--- src/rtl/mult_div_unit_if.sv ---
// Pipeline-side bundle of the multiply/divide unit: op launch, MTHI/MTLO writes,
// and the busy/done/HI/LO results.
interface mult_div_unit_if #(
  parameter int WIDTH = 32
);
  logic             start;
  logic [1:0]       op;
  logic [WIDTH-1:0] operand_a;
  logic [WIDTH-1:0] operand_b;
  logic             mthi;
  logic             mtlo;
  logic [WIDTH-1:0] mt_data;
  logic             busy;
  logic             done;
  logic [WIDTH-1:0] hi;
  logic [WIDTH-1:0] lo;

  modport master (
    output start, op, operand_a, operand_b, mthi, mtlo, mt_data,
    input  busy, done, hi, lo
  );

  modport slave (
    input  start, op, operand_a, operand_b, mthi, mtlo, mt_data,
    output busy, done, hi, lo
  );
endinterface

--- src/rtl/mult_div_unit.sv ---
// Iterative MIPS multiply/divide unit: one shift-add or restoring shift-subtract
// step per cycle on magnitudes, signs applied in a final cycle that writes HI/LO.
module mult_div_unit #(
  parameter int WIDTH = 32
) (
  input  logic           clk,
  input  logic           rst_n,
  mult_div_unit_if.slave bus
);
  localparam int CNT_W = $clog2(WIDTH + 1);
  localparam logic [1:0] ST_IDLE = 2'd0;
  localparam logic [1:0] ST_CALC = 2'd1;
  localparam logic [1:0] ST_FIN  = 2'd2;
  localparam logic [CNT_W-1:0] LAST_STEP = CNT_W'(WIDTH - 1);

  logic [1:0]       state_q, state_d;
  logic [CNT_W-1:0] count_q, count_d;
  logic [WIDTH-1:0] acc_hi_q, acc_hi_d;
  logic [WIDTH-1:0] acc_lo_q, acc_lo_d;
  logic [WIDTH-1:0] opnd_q, opnd_d;
  logic             is_div_q, is_div_d;
  logic             neg_lo_q, neg_lo_d;
  logic             neg_hi_q, neg_hi_d;
  logic             done_q, done_d;
  logic [WIDTH-1:0] hi_q, hi_d;
  logic [WIDTH-1:0] lo_q, lo_d;

  logic             signed_op, sign_a, sign_b, div_by_zero;
  logic [WIDTH-1:0] abs_a, abs_b;

  assign signed_op   = ~bus.op[0];
  assign sign_a      = signed_op & bus.operand_a[WIDTH-1];
  assign sign_b      = signed_op & bus.operand_b[WIDTH-1];
  assign abs_a       = sign_a ? -bus.operand_a : bus.operand_a;
  assign abs_b       = sign_b ? -bus.operand_b : bus.operand_b;
  assign div_by_zero = bus.op[1] && (bus.operand_b == '0);

  // Multiply: {acc_hi, acc_lo} is the partial product with the multiplier shifting out of acc_lo.
  // Divide: acc_hi is the partial remainder, dividend bits shift out of acc_lo and quotient bits in.
  logic [WIDTH:0]   mul_sum;
  logic [WIDTH:0]   div_shift;
  logic             div_ge;
  logic [WIDTH-1:0] div_rem;

  assign mul_sum   = {1'b0, acc_hi_q} + (acc_lo_q[0] ? {1'b0, opnd_q} : '0);
  assign div_shift = {acc_hi_q, acc_lo_q[WIDTH-1]};
  assign div_ge    = div_shift >= {1'b0, opnd_q};
  assign div_rem   = div_shift[WIDTH-1:0] - opnd_q;

  logic [2*WIDTH-1:0] prod_raw, prod_fix;
  logic [WIDTH-1:0]   quot_fix, rem_fix;

  assign prod_raw = {acc_hi_q, acc_lo_q};
  assign prod_fix = neg_lo_q ? -prod_raw : prod_raw;
  assign quot_fix = neg_lo_q ? -acc_lo_q : acc_lo_q;
  assign rem_fix  = neg_hi_q ? -acc_hi_q : acc_hi_q;

  always_comb begin
    state_d  = state_q;
    count_d  = count_q;
    acc_hi_d = acc_hi_q;
    acc_lo_d = acc_lo_q;
    opnd_d   = opnd_q;
    is_div_d = is_div_q;
    neg_lo_d = neg_lo_q;
    neg_hi_d = neg_hi_q;
    done_d   = 1'b0;
    hi_d     = hi_q;
    lo_d     = lo_q;

    case (state_q)
      ST_IDLE: begin
        if (bus.start) begin
          state_d  = ST_CALC;
          count_d  = '0;
          is_div_d = bus.op[1];
          neg_lo_d = sign_a ^ sign_b;
          neg_hi_d = sign_a;
          acc_hi_d = '0;
          if (bus.op[1]) begin
            // A zero divisor on the raw dividend naturally yields all-ones quotient, remainder = dividend.
            if (div_by_zero) begin
              acc_lo_d = bus.operand_a;
              opnd_d   = '0;
              neg_lo_d = 1'b0;
              neg_hi_d = 1'b0;
            end else begin
              acc_lo_d = abs_a;
              opnd_d   = abs_b;
            end
          end else begin
            opnd_d   = abs_a;
            acc_lo_d = abs_b;
          end
        end else begin
          if (bus.mthi) hi_d = bus.mt_data;
          if (bus.mtlo) lo_d = bus.mt_data;
        end
      end

      ST_CALC: begin
        if (is_div_q) begin
          acc_hi_d = div_ge ? div_rem : div_shift[WIDTH-1:0];
          acc_lo_d = {acc_lo_q[WIDTH-2:0], div_ge};
        end else begin
          acc_hi_d = mul_sum[WIDTH:1];
          acc_lo_d = {mul_sum[0], acc_lo_q[WIDTH-1:1]};
        end
        count_d = count_q + 1'b1;
        if (count_q == LAST_STEP) state_d = ST_FIN;
      end

      ST_FIN: begin
        if (is_div_q) begin
          hi_d = rem_fix;
          lo_d = quot_fix;
        end else begin
          {hi_d, lo_d} = prod_fix;
        end
        done_d  = 1'b1;
        state_d = ST_IDLE;
      end

      default: state_d = ST_IDLE;
    endcase
  end

  always_ff @(posedge clk or negedge rst_n) begin
    if (!rst_n) begin
      state_q  <= ST_IDLE;
      count_q  <= '0;
      acc_hi_q <= '0;
      acc_lo_q <= '0;
      opnd_q   <= '0;
      is_div_q <= 1'b0;
      neg_lo_q <= 1'b0;
      neg_hi_q <= 1'b0;
      done_q   <= 1'b0;
      hi_q     <= '0;
      lo_q     <= '0;
    end else begin
      state_q  <= state_d;
      count_q  <= count_d;
      acc_hi_q <= acc_hi_d;
      acc_lo_q <= acc_lo_d;
      opnd_q   <= opnd_d;
      is_div_q <= is_div_d;
      neg_lo_q <= neg_lo_d;
      neg_hi_q <= neg_hi_d;
      done_q   <= done_d;
      hi_q     <= hi_d;
      lo_q     <= lo_d;
    end
  end

  assign bus.busy = (state_q != ST_IDLE);
  assign bus.done = done_q;
  assign bus.hi   = hi_q;
  assign bus.lo   = lo_q;
endmodule

--- src/flat_wrapper.sv ---
// flat-port wrapper written by rule: the top's interface ports become plain ports
module mult_div_unit_flat 
#(
  parameter int WIDTH = 32
)
  (clk, rst_n, bus_start, bus_op, bus_operand_a, bus_operand_b, bus_mthi, bus_mtlo, bus_mt_data, bus_busy, bus_done, bus_hi, bus_lo);
  mult_div_unit_if #(.WIDTH(WIDTH)) bus_i ();
  input  logic clk;
  input  logic rst_n;
  input wire logic [$bits(bus_i.start)-1:0] bus_start;
  input wire logic [$bits(bus_i.op)-1:0] bus_op;
  input wire logic [$bits(bus_i.operand_a)-1:0] bus_operand_a;
  input wire logic [$bits(bus_i.operand_b)-1:0] bus_operand_b;
  input wire logic [$bits(bus_i.mthi)-1:0] bus_mthi;
  input wire logic [$bits(bus_i.mtlo)-1:0] bus_mtlo;
  input wire logic [$bits(bus_i.mt_data)-1:0] bus_mt_data;
  output wire logic [$bits(bus_i.busy)-1:0] bus_busy;
  output wire logic [$bits(bus_i.done)-1:0] bus_done;
  output wire logic [$bits(bus_i.hi)-1:0] bus_hi;
  output wire logic [$bits(bus_i.lo)-1:0] bus_lo;
  assign bus_i.start = bus_start;
  assign bus_i.op = bus_op;
  assign bus_i.operand_a = bus_operand_a;
  assign bus_i.operand_b = bus_operand_b;
  assign bus_i.mthi = bus_mthi;
  assign bus_i.mtlo = bus_mtlo;
  assign bus_i.mt_data = bus_mt_data;
  assign bus_busy = bus_i.busy;
  assign bus_done = bus_i.done;
  assign bus_hi = bus_i.hi;
  assign bus_lo = bus_i.lo;
  mult_div_unit #(.WIDTH(WIDTH)) u_core (.clk(clk), .rst_n(rst_n), .bus(bus_i));
endmodule
--- config.mk ---
export PLATFORM = sky130hd
export DESIGN_NAME = mult_div_unit_flat
export DESIGN_NICKNAME = d
export VERILOG_FILES = /design/src/rtl/mult_div_unit_if.sv /design/src/rtl/mult_div_unit.sv /design/src/flat_wrapper.sv
export SDC_FILE = /design/constraint.sdc
export NUM_CORES = 1
export LEC_CHECK = 0
export BUFFER_PORTS_ARGS = -buffer_cell sky130_fd_sc_hd__buf_2
export CORE_MARGIN = 1
export CORE_UTILIZATION = 25
export DETAILED_ROUTE_END_ITERATION = 8
export PLACE_DENSITY = 0.53
export SETUP_SLACK_MARGIN = 0.02
export SYNTH_ARGS = -nofsm -noshare
export SYNTH_HDL_FRONTEND = slang
export SYNTH_SLANG_ARGS = --single-unit
--- constraint.sdc ---
create_clock -name clk -period 3.14 [get_ports clk]
set_input_delay 0.471 -clock clk [delete_from_list [all_inputs] [get_ports clk]]
set_output_delay 0.471 -clock clk [all_outputs]
set_load 0.02 [all_outputs]
[After elaboration in Yosys (flattened, before gate mapping)]
Index checks and enable logic that the tools add are counted.
Word-level totals
  output and inout port bits: 66
  register bits: 172
Cells by class
  order comparisons: 1
  bitwise operators: 4
  muxes and demuxes: 35
  reductions and logical operators: 11
  equal/unequal tests: 8
  $add $sub $neg: 8
Operator list (number)
  32-bit two-way mux: 20
  32-bit one-hot mux with 2 select lines: 4
  32-bit negator: 4
  64-bit two-way mux: 1
  64-bit negator: 1
  32-bit by 33-bit adder with 33-bit output: 1
  33-bit by 32-bit >= comparator with 1-bit output: 1
  32-bit logical NOT: 1
  32-bit subtractor: 1
  6-bit one-hot mux with 2 select lines: 1
  2-bit inequality test (second input constant): 4
  6-bit by 1-bit adder with 6-bit output (second input constant): 1
  6-bit by 5-bit == test with 1-bit output (second input constant): 1
  6-bit two-way mux: 1
  2-bit AND reduction: 3
  3-bit AND reduction: 2
  2-bit nonzero test: 3
  1-bit two-way mux: 5
  2-bit two-way mux: 2
  2-bit one-hot mux with 2 select lines: 1
  1-bit bitwise AND: 2
  2-bit by 1-bit == test with 1-bit output (second input constant): 1
  2-bit == test (second input constant): 1
  2-bit logical NOT: 1
  other kinds (4): 4

[Depth between registers and ports, before layout]
Gate-level depths: netlist of run 1.
  depth in word-level cells: 7
  gate-level depth with buffers: 15
  gate-level depth less buffers: 13

[Least setup slack after synthesis of run 1]
Ideal clock, no wire load.
  path kind: reg2reg
  from: register u_core.acc_lo_q[31]
  to: register u_core.acc_hi_q[24]
  arrival: 3.336 ns
  library setup time: 0.126 ns
  stages on the path, launching flop included: 15
  path slack: -0.323 ns
  path through: dfrtp_1 > clkbuf_1 > inv_1 > ha_1 > inv_1 > fa_1 > a211oi_1 > o21ai_1 > a2111oi_0 > nor3b_1 > a2111oi_2 > o21ai_0 > xnor2_1 > nor3_1 > a311o_1
Between the ends
  word-level cells in the longest chain between the ends: 4
Ends and longest elaborated chain
  start: declaration: line mult_div_unit.sv:19  | logic [WIDTH-1:0] acc_lo_q, acc_lo_d;
  start signal: assignment: line mult_div_unit.sv:145  | acc_lo_q <= acc_lo_d;
  32-bit subtractor / 33-bit by 32-bit >= comparator with 1-bit output (equally long branches): line mult_div_unit.sv:48, mult_div_unit.sv:47
  32-bit two-way mux *: line mult_div_unit.sv:103  | acc_hi_d = div_ge ? div_rem : div_shift[WIDTH-1:0];
  32-bit two-way mux *: line mult_div_unit.sv:102  | if (is_div_q) begin
  32-bit one-hot mux with 2 select lines *: line mult_div_unit.sv:71  | case (state_q)
  end signal: assignment: line mult_div_unit.sv:144  | acc_hi_q <= acc_hi_d;
  end: declaration: line mult_div_unit.sv:18  | logic [WIDTH-1:0] acc_hi_q, acc_hi_d;
Mark *: on every way between the ends. The rest lies on a longest branch, timed or not.
A chain may end at the register's enable or synchronous reset.

[Final worst setup path of run 1]
  from: register u_core.acc_lo_q[20]
  to: register u_core.hi_q[29] (netlist: u_core.bus.hi[29])
Between the ends
  word-level cells in the longest chain between the ends: 4
Ends and longest elaborated chain
  64-bit negator: line mult_div_unit.sv:54  | assign prod_fix = neg_lo_q ? -prod_raw : prod_raw;
  64-bit two-way mux: line mult_div_unit.sv:54
  32-bit two-way mux: line mult_div_unit.sv:114  | if (is_div_q) begin
  32-bit one-hot mux with 2 select lines: line mult_div_unit.sv:71
  end signal: assignment: line mult_div_unit.sv:151  | hi_q <= hi_d;
  end: declaration: line mult_div_unit.sv:25  | logic [WIDTH-1:0] hi_q, hi_d;
Every way passes these cells.

==> results.json, run 1 <==
{
  "io_pins": 169,
  "reg2regPathDepth": 9,
  "violations": "setup timing",
  "leakagePower_uw": 0.00827,
  "cts_tree": "yes",
  "fin_cells": 3067,
  "finalCritPeriodShare": 1.02,
  "yosysTopAreaCellShare": 0.278,
  "ctsHtreeMaxLevel": 4,
  "finish.instance_area_um2": 19800,
  "hold_start": "bus_mt_data[30]",
  "postRouteAntennaNets": 0,
  "grt_overflow": 0,
  "core-area_um2": 60800,
  "cp_slowest_stage_delay_ns": 0.52,
  "synth.area.top_cells": "dfrtp_1, xnor2_1, mux2i_1",
  "dr_total_vias": 16100,
  "synthArstFlopShare": 1.00,
  "grt_antenna_before_repair": 7,
  "synthToLayoutAreaGrowth_pct": 28.2,
  "yosysSeqAreaShare": 0.278,
  "r2r_start": "u_core.acc_lo_q[20]",
  "synth_cells": 1960,
  "grt_use_total": 0.197,
  "crit_slowest_cell": "or4_4",
  "powerDensity_nw_per_um2": 1050,
  "die_x_um": 251,
  "report.final.slew_viol_count": 0,
  "netlist_area_um2": 15500,
  "status": "finished, violations left",
  "wire_per_inst_um": 20.4,
  "initial_core_util": 0.254,
  "drt-total-wl_um": 62700,
  "max-cap-violations": 0,
  "cts_sinks": 172,
  "fin_ws_ns": -0.0671,
  "root_buffer": "clkbuf_16",
  "fin_crit_ns": 3.21,
  "drt_iter0_drc": 1371,
  "synth_warnings": 0,
  "drc": 0,
  "grt_max_degree": 75,
  "path_clk_slew_ns": 0.08,
  "setup_violations": 5,
  "crit_chain": "or4_4 -> or4_4 -> or3_4 -> or3_4 -> nand2_2 -> nand4_1 -> o41ai_2 -> xor2_1 -> a21oi_1",
  "cp_max_fo": 4,
  "holdPathStages": 3,
  "path_class": "flop to flop",
  "avgSynthCellArea_um2": 7.90,
  "crit_buf_inv": 0,
  "max_slew_margin": 0.196,
  "max_freq_mhz": 312,
  "grt_pass1_vias": 15700,
  "grt_pass1_wl_um": 95700,
  "synth_seq_cells": 172,
  "place.gp.congestion": 0.926,
  "cp.required_ns": 3.46,
  "startpoint_type": "flop",
  "cp_top_family": "simple AND/OR/NAND/NOR gates",
  "dpl-instance-area_um2": 18700,
  "synth_edf_count": 0,
  "yosysTopAreaCell": "dfrtp_1",
  "hold_violations": 0,
  "path_depth": 9,
  "first_pass_iters": 7,
  "clk_latency_ns": 0.46,
  "final_nets": 2442,
  "peakVddDrop_v": 0.000533,
  "synthFlopType": "dfrtp_1",
  "regToRegSetupSlack_ns": -0.07,
  "cp-startpoint": "u_core.acc_lo_q[20]",
  "worst_pin_slew_ns": 1.20,
  "row_count": 90,
  "dp_hpwl_um": 50800,
  "rsz0062_at_grt": "true",
  "synth_cell_types": 82,
  "drive_gt1_frac": 0.250,
  "critPathArrivalTime_ns": 3.53,
  "min_path_type": "input port to flop",
  "layout_common_cells": "buf_4, nand2_1, o21ai_0",
  "numCtsBuffers": 17,
  "place.port_buffers": 168,
  "dp.cells": 3010,
  "dieArea_um2": 62900,
  "finalClockSkew_ns": 0.0170,
  "cts_buffer_depth": 2,
  "vias_per_cell": 5.26,
  "fp.dieH_um": 251,
  "final_common_cell": "buf_4",
  "syn_nets": 2134,
  "cp-end-kind": "flop"
}
==> worst paths after layout <==
check | endpoint
worst max register to register | u_core.bus.hi[29]
worst min register to register | u_core.opnd_q[5]
worst min-delay path | u_core.bus.hi[30]
min in group asynchronous | u_core.bus.lo[3]
max in group asynchronous | u_core.acc_lo_q[0]
worst max-delay path | u_core.bus.hi[29]
==> kinds of logic after synthesis <==
family | Yosys count | share of synthesized area
AOI/OAI and AO/OA | 618 | 0.249
and+or+nand+nor | 589 | 0.179
xor gates and xnor gates | 200 | 0.113
buffers and inverters | 198 | 0.0489
DFF | 172 | 0.278
muxes | 112 | 0.0737
adders and majority gates | 71 | 0.0584
==> tightest hold or removal path: cells and delay by family <==
family	cells	cell delay, ns
AOI/OAI and AO/OA	2	0.17
buffers and inverters	1	0.09
==> final cells by class <==
type,count,area (um2)
diodes,4,10.0
clock buffers,19,443
clock inverters,13,153
fillers,6446,41000
inverters,65,250
multi-input cells,1590,10800
flip-flops and latches,172,4310
well taps,782,978
repair buffers,422,2850
==> cells in the mapped netlist (all sizes together) (8+ instances only) <==
master	number
and2	8
a211oi	25
mux2i	96
or2	10
nand4	16
buf	28
a21o	20
xnor2	111
o211ai	31
a21oi	159
or3	14
nor2b	23
o21ai	214
nand2	226
nor4	26
ha	69
o31ai	24
dfrtp	172
a22oi	12
o21a	16
nand2b	17
nor3	37
o41ai	15
nand3	26
or4	15
inv	64
xor2	89
o221ai	13
a31oi	24
nor3b	8
clkbuf	105
nor2	147
mux2	16
==> metal layers <==
layer / routed length (um) / vias up / global-route usage
li1: - / 7681 / -
met1: 29800 / 7851 / 0.278
met2: 27700 / 503 / 0.306
met3: 3600 / 88 / 0.0316
met4: 1630 / 8 / 0.0598
met5: 48 / - / 0
==> through the flow <==
stage                     utilization  TNS [ns]  setup WS (ns)  hold WS, ns  total power, uW
after floorplan                     -         0         0.0169        0.175            12300
after global placement          0.307     -1.16         -0.151        0.464            17400
after detailed placement        0.307     -1.82         -0.177        0.459            17600
after CTS                       0.319   -0.0211        -0.0179        0.282            20000
after global routing            0.326     -1.76         -0.246        0.327            22300
final                           0.326    -0.199        -0.0671        0.313            20900
==> sequential cells by signal (all words and copies together), names as in the netlist <==
name             flops
u_core.neg_hi_q      1
u_core.is_div_q      1
u_core.acc_hi_q     32
u_core.count_q       6
u_core.bus.done      1
u_core.bus.hi       32
u_core.opnd_q       32
u_core.acc_lo_q     32
u_core.state_q       2
u_core.neg_lo_q      1
u_core.bus.lo       32
==> timing repair <==
action	CTS	global route
gates resized for setup	17	67
hold buffers	1	0
buffers inserted	7	13
endpoints found under the setup margin	28	47
pin swaps	10	37
gates cloned	0	1
hold endpoints to repair	50	0
==> report_power, final <==
group          leakage, uW  switching, uW  internal (uW)  total [uW]
clock             0.000281           1030           1210        2250
sequential         0.00205            823           3040        3860
combinational      0.00594           8230           6520       14800
total              0.00827          10100          10800       20900
Power figures use the tool's default switching activity.
==> run 2, diff against run 1 <==
CELL_PAD_IN_SITES_DETAIL_PLACEMENT = 1   (was default)
CELL_PAD_IN_SITES_GLOBAL_PLACEMENT = 2   (was default)
PLACE_DENSITY = 0.74   (was 0.53)
==> results.json, run 2 (synthesis gave the netlist of run 1 again) <==
{
  "root_buffer": "clkbuf_16",
  "hold_violations": 0,
  "critPathArrivalTime_ns": 3.53,
  "cts_buffer_depth": 2,
  "fin_ws_ns": -0.0414,
  "ctsHtreeMaxLevel": 4,
  "clk_latency_ns": 0.47,
  "fillCellCount": 7332,
  "place.gp.congestion": 0.899,
  "max_slew_margin": 0.495,
  "core-area_um2": 60800,
  "layout_common_cells": "buf_4, nand2_1, o21ai_0",
  "path_class": "flop to flop",
  "drt_iter0_drc": 1149,
  "cts_sinks": 172,
  "setup_violations": 5,
  "cts_tree": "yes",
  "grt_antenna_before_repair": 2,
  "grtUsageMet2": 0.341,
  "startpoint_type": "flop",
  "numCtsBuffers": 17,
  "finalCritPeriodShare": 1.01,
  "regArea_um2": 4310,
  "rsz0062_at_grt": "true",
  "grt_max_degree": 68,
  "grt_pass1_wl_um": 103000,
  "max_freq_mhz": 314,
  "violations": "setup timing",
  "drt-total-wl_um": 67700,
  "totalPowerFinal_uw": 21700,
  "die_x_um": 251,
  "report.final.slew_viol_count": 0,
  "use_met3": 0.0260,
  "dieArea_um2": 62900,
  "cp.required_ns": 3.49,
  "drive_gt1_frac": 0.262,
  "row_count": 90,
  "postRouteAntennaNets": 0,
  "max-cap-violations": 0,
  "finalClockSkew_ns": 0.0152,
  "grt_use_met1": 0.300,
  "leakagePower_uw": 0.00834,
  "synthToLayoutAreaGrowth_pct": 29.7,
  "hold_slack_ns": 0.0383,
  "multi_input_area_um2": 11000,
  "status": "finished, violations left",
  "worst_pin_slew_ns": 0.758,
  "place.port_buffers": 168,
  "initial_core_util": 0.254,
  "grt_overflow": 0,
  "fin_crit_ns": 3.18,
  "cp_max_fo": 8,
  "final_nets": 2449,
  "dr_total_vias": 16300,
  "grt_use_total": 0.213,
  "first_pass_iters": 5,
  "final_common_cell": "buf_4",
  "min_path_type": "input port to asynchronous set/reset pin",
  "grt_pass1_vias": 17000,
  "peakVddDrop_v": 0.000542,
  "io_pins": 169,
  "wire_per_inst_um": 22.1,
  "vias_per_cell": 5.30,
  "gr-max-usage-layer": "met2",
  "dp_hpwl_um": 54200,
  "cp-end-kind": "flop",
  "powerDensity_nw_per_um2": 1080,
  "path_clk_slew_ns": 0.07,
  "drc": 0,
  "fp.dieH_um": 251
}
==> run 2: cell count changes in the layout (fill, tap and decap cells not counted), sizes merged <==
cell | before | now
buf | 420 | 428
bufinv | 2 | 0
clkbuf | 20 | 21
diode | 4 | 1
dlygate4sd3 | 1 | 0
inv | 68 | 69
==> run 2: what timing repair did <==
item	in CTS	in global routing
gates cloned	0	1
setup endpoints to repair	32	43
resized for setup	39	86
hold buffers	0	0
buffers inserted	6	21
pin swaps	17	29
==> run 2: metal layers <==
| layer | wire length, um | share of wire |
|---|---|---|
| met1 | 32300 | 0.48 |
| met2 | 30700 | 0.45 |
| met3 | 3030 | 0.045 |
| met4 | 1620 | 0.024 |
| met5 | 0 | 0 |
==> run 2: layout make-up <==
class                   count  share of cell area
multi-input cells        1590               0.548
repair buffers            429               0.148
inverters                  65              0.0123
diodes                      1            0.000125
flip-flops and latches    172               0.215
well taps                 782              0.0488
clock buffers              20              0.0228
clock inverters            12             0.00517
==> run 2: report_power, final <==
part           internal (uW)  switching (uW)  total (uW)
logic                   6950            8710       15700
registers               3040             883        3920
clock network           1080            1060        2140
total                  11100           10600       21700
==> run 2: critical path, stage by stage (launching register included) <==
cell and delay, ns:
dfrtp_1 0.42, inv_4 0.12, buf_12 0.13, nor2_1 0.05, ha_1 0.30, a211o_1 0.30
a21oi_2 0.17, a21oi_2 0.09, a221o_1 0.34, a41oi_2 0.23, o21ai_2 0.12, buf_4 0.14
a221oi_2 0.24, buf_4 0.16, xor2_1 0.14, o21ai_0 0.09
==> run 2: path summary, 6_finish.rpt <==
path                       slack [ns]  cells after the start                   to                from
max                             -0.04                     15  u_core.acc_hi_q[29]  u_core.acc_lo_q[0]
min                              0.04                      1  u_core.acc_lo_q[21]               rst_n
max reg2reg                     -0.04                     15  u_core.acc_hi_q[29]  u_core.acc_lo_q[0]
min reg2reg                      0.48                      2     u_core.opnd_q[2]    u_core.opnd_q[2]
max in group asynchronous        2.22                      2  u_core.acc_hi_q[15]               rst_n
min in group clk                 0.31                      3    u_core.bus.hi[31]     bus_mt_data[31]
==> run 2: per-stage QoR <==
| stage | utilization | setup TNS (ns) | setup slack [ns] | instance area, um2 | instances |
|---|---|---|---|---|---|
| after global routing | 0.330 | -1.66 | -0.242 | 20100 | 3071 |
| final | 0.330 | -0.136 | -0.0414 | 20100 | 3071 |
| after global placement | 0.308 | -1.32 | -0.160 | 18700 | 3012 |
| after detailed placement | 0.308 | -2.78 | -0.273 | 18700 | 3012 |
| after CTS | 0.321 | -0.106 | -0.0755 | 19500 | 3050 |
| after floorplan | - | 0 | 0.0169 | 15600 | 1960 |
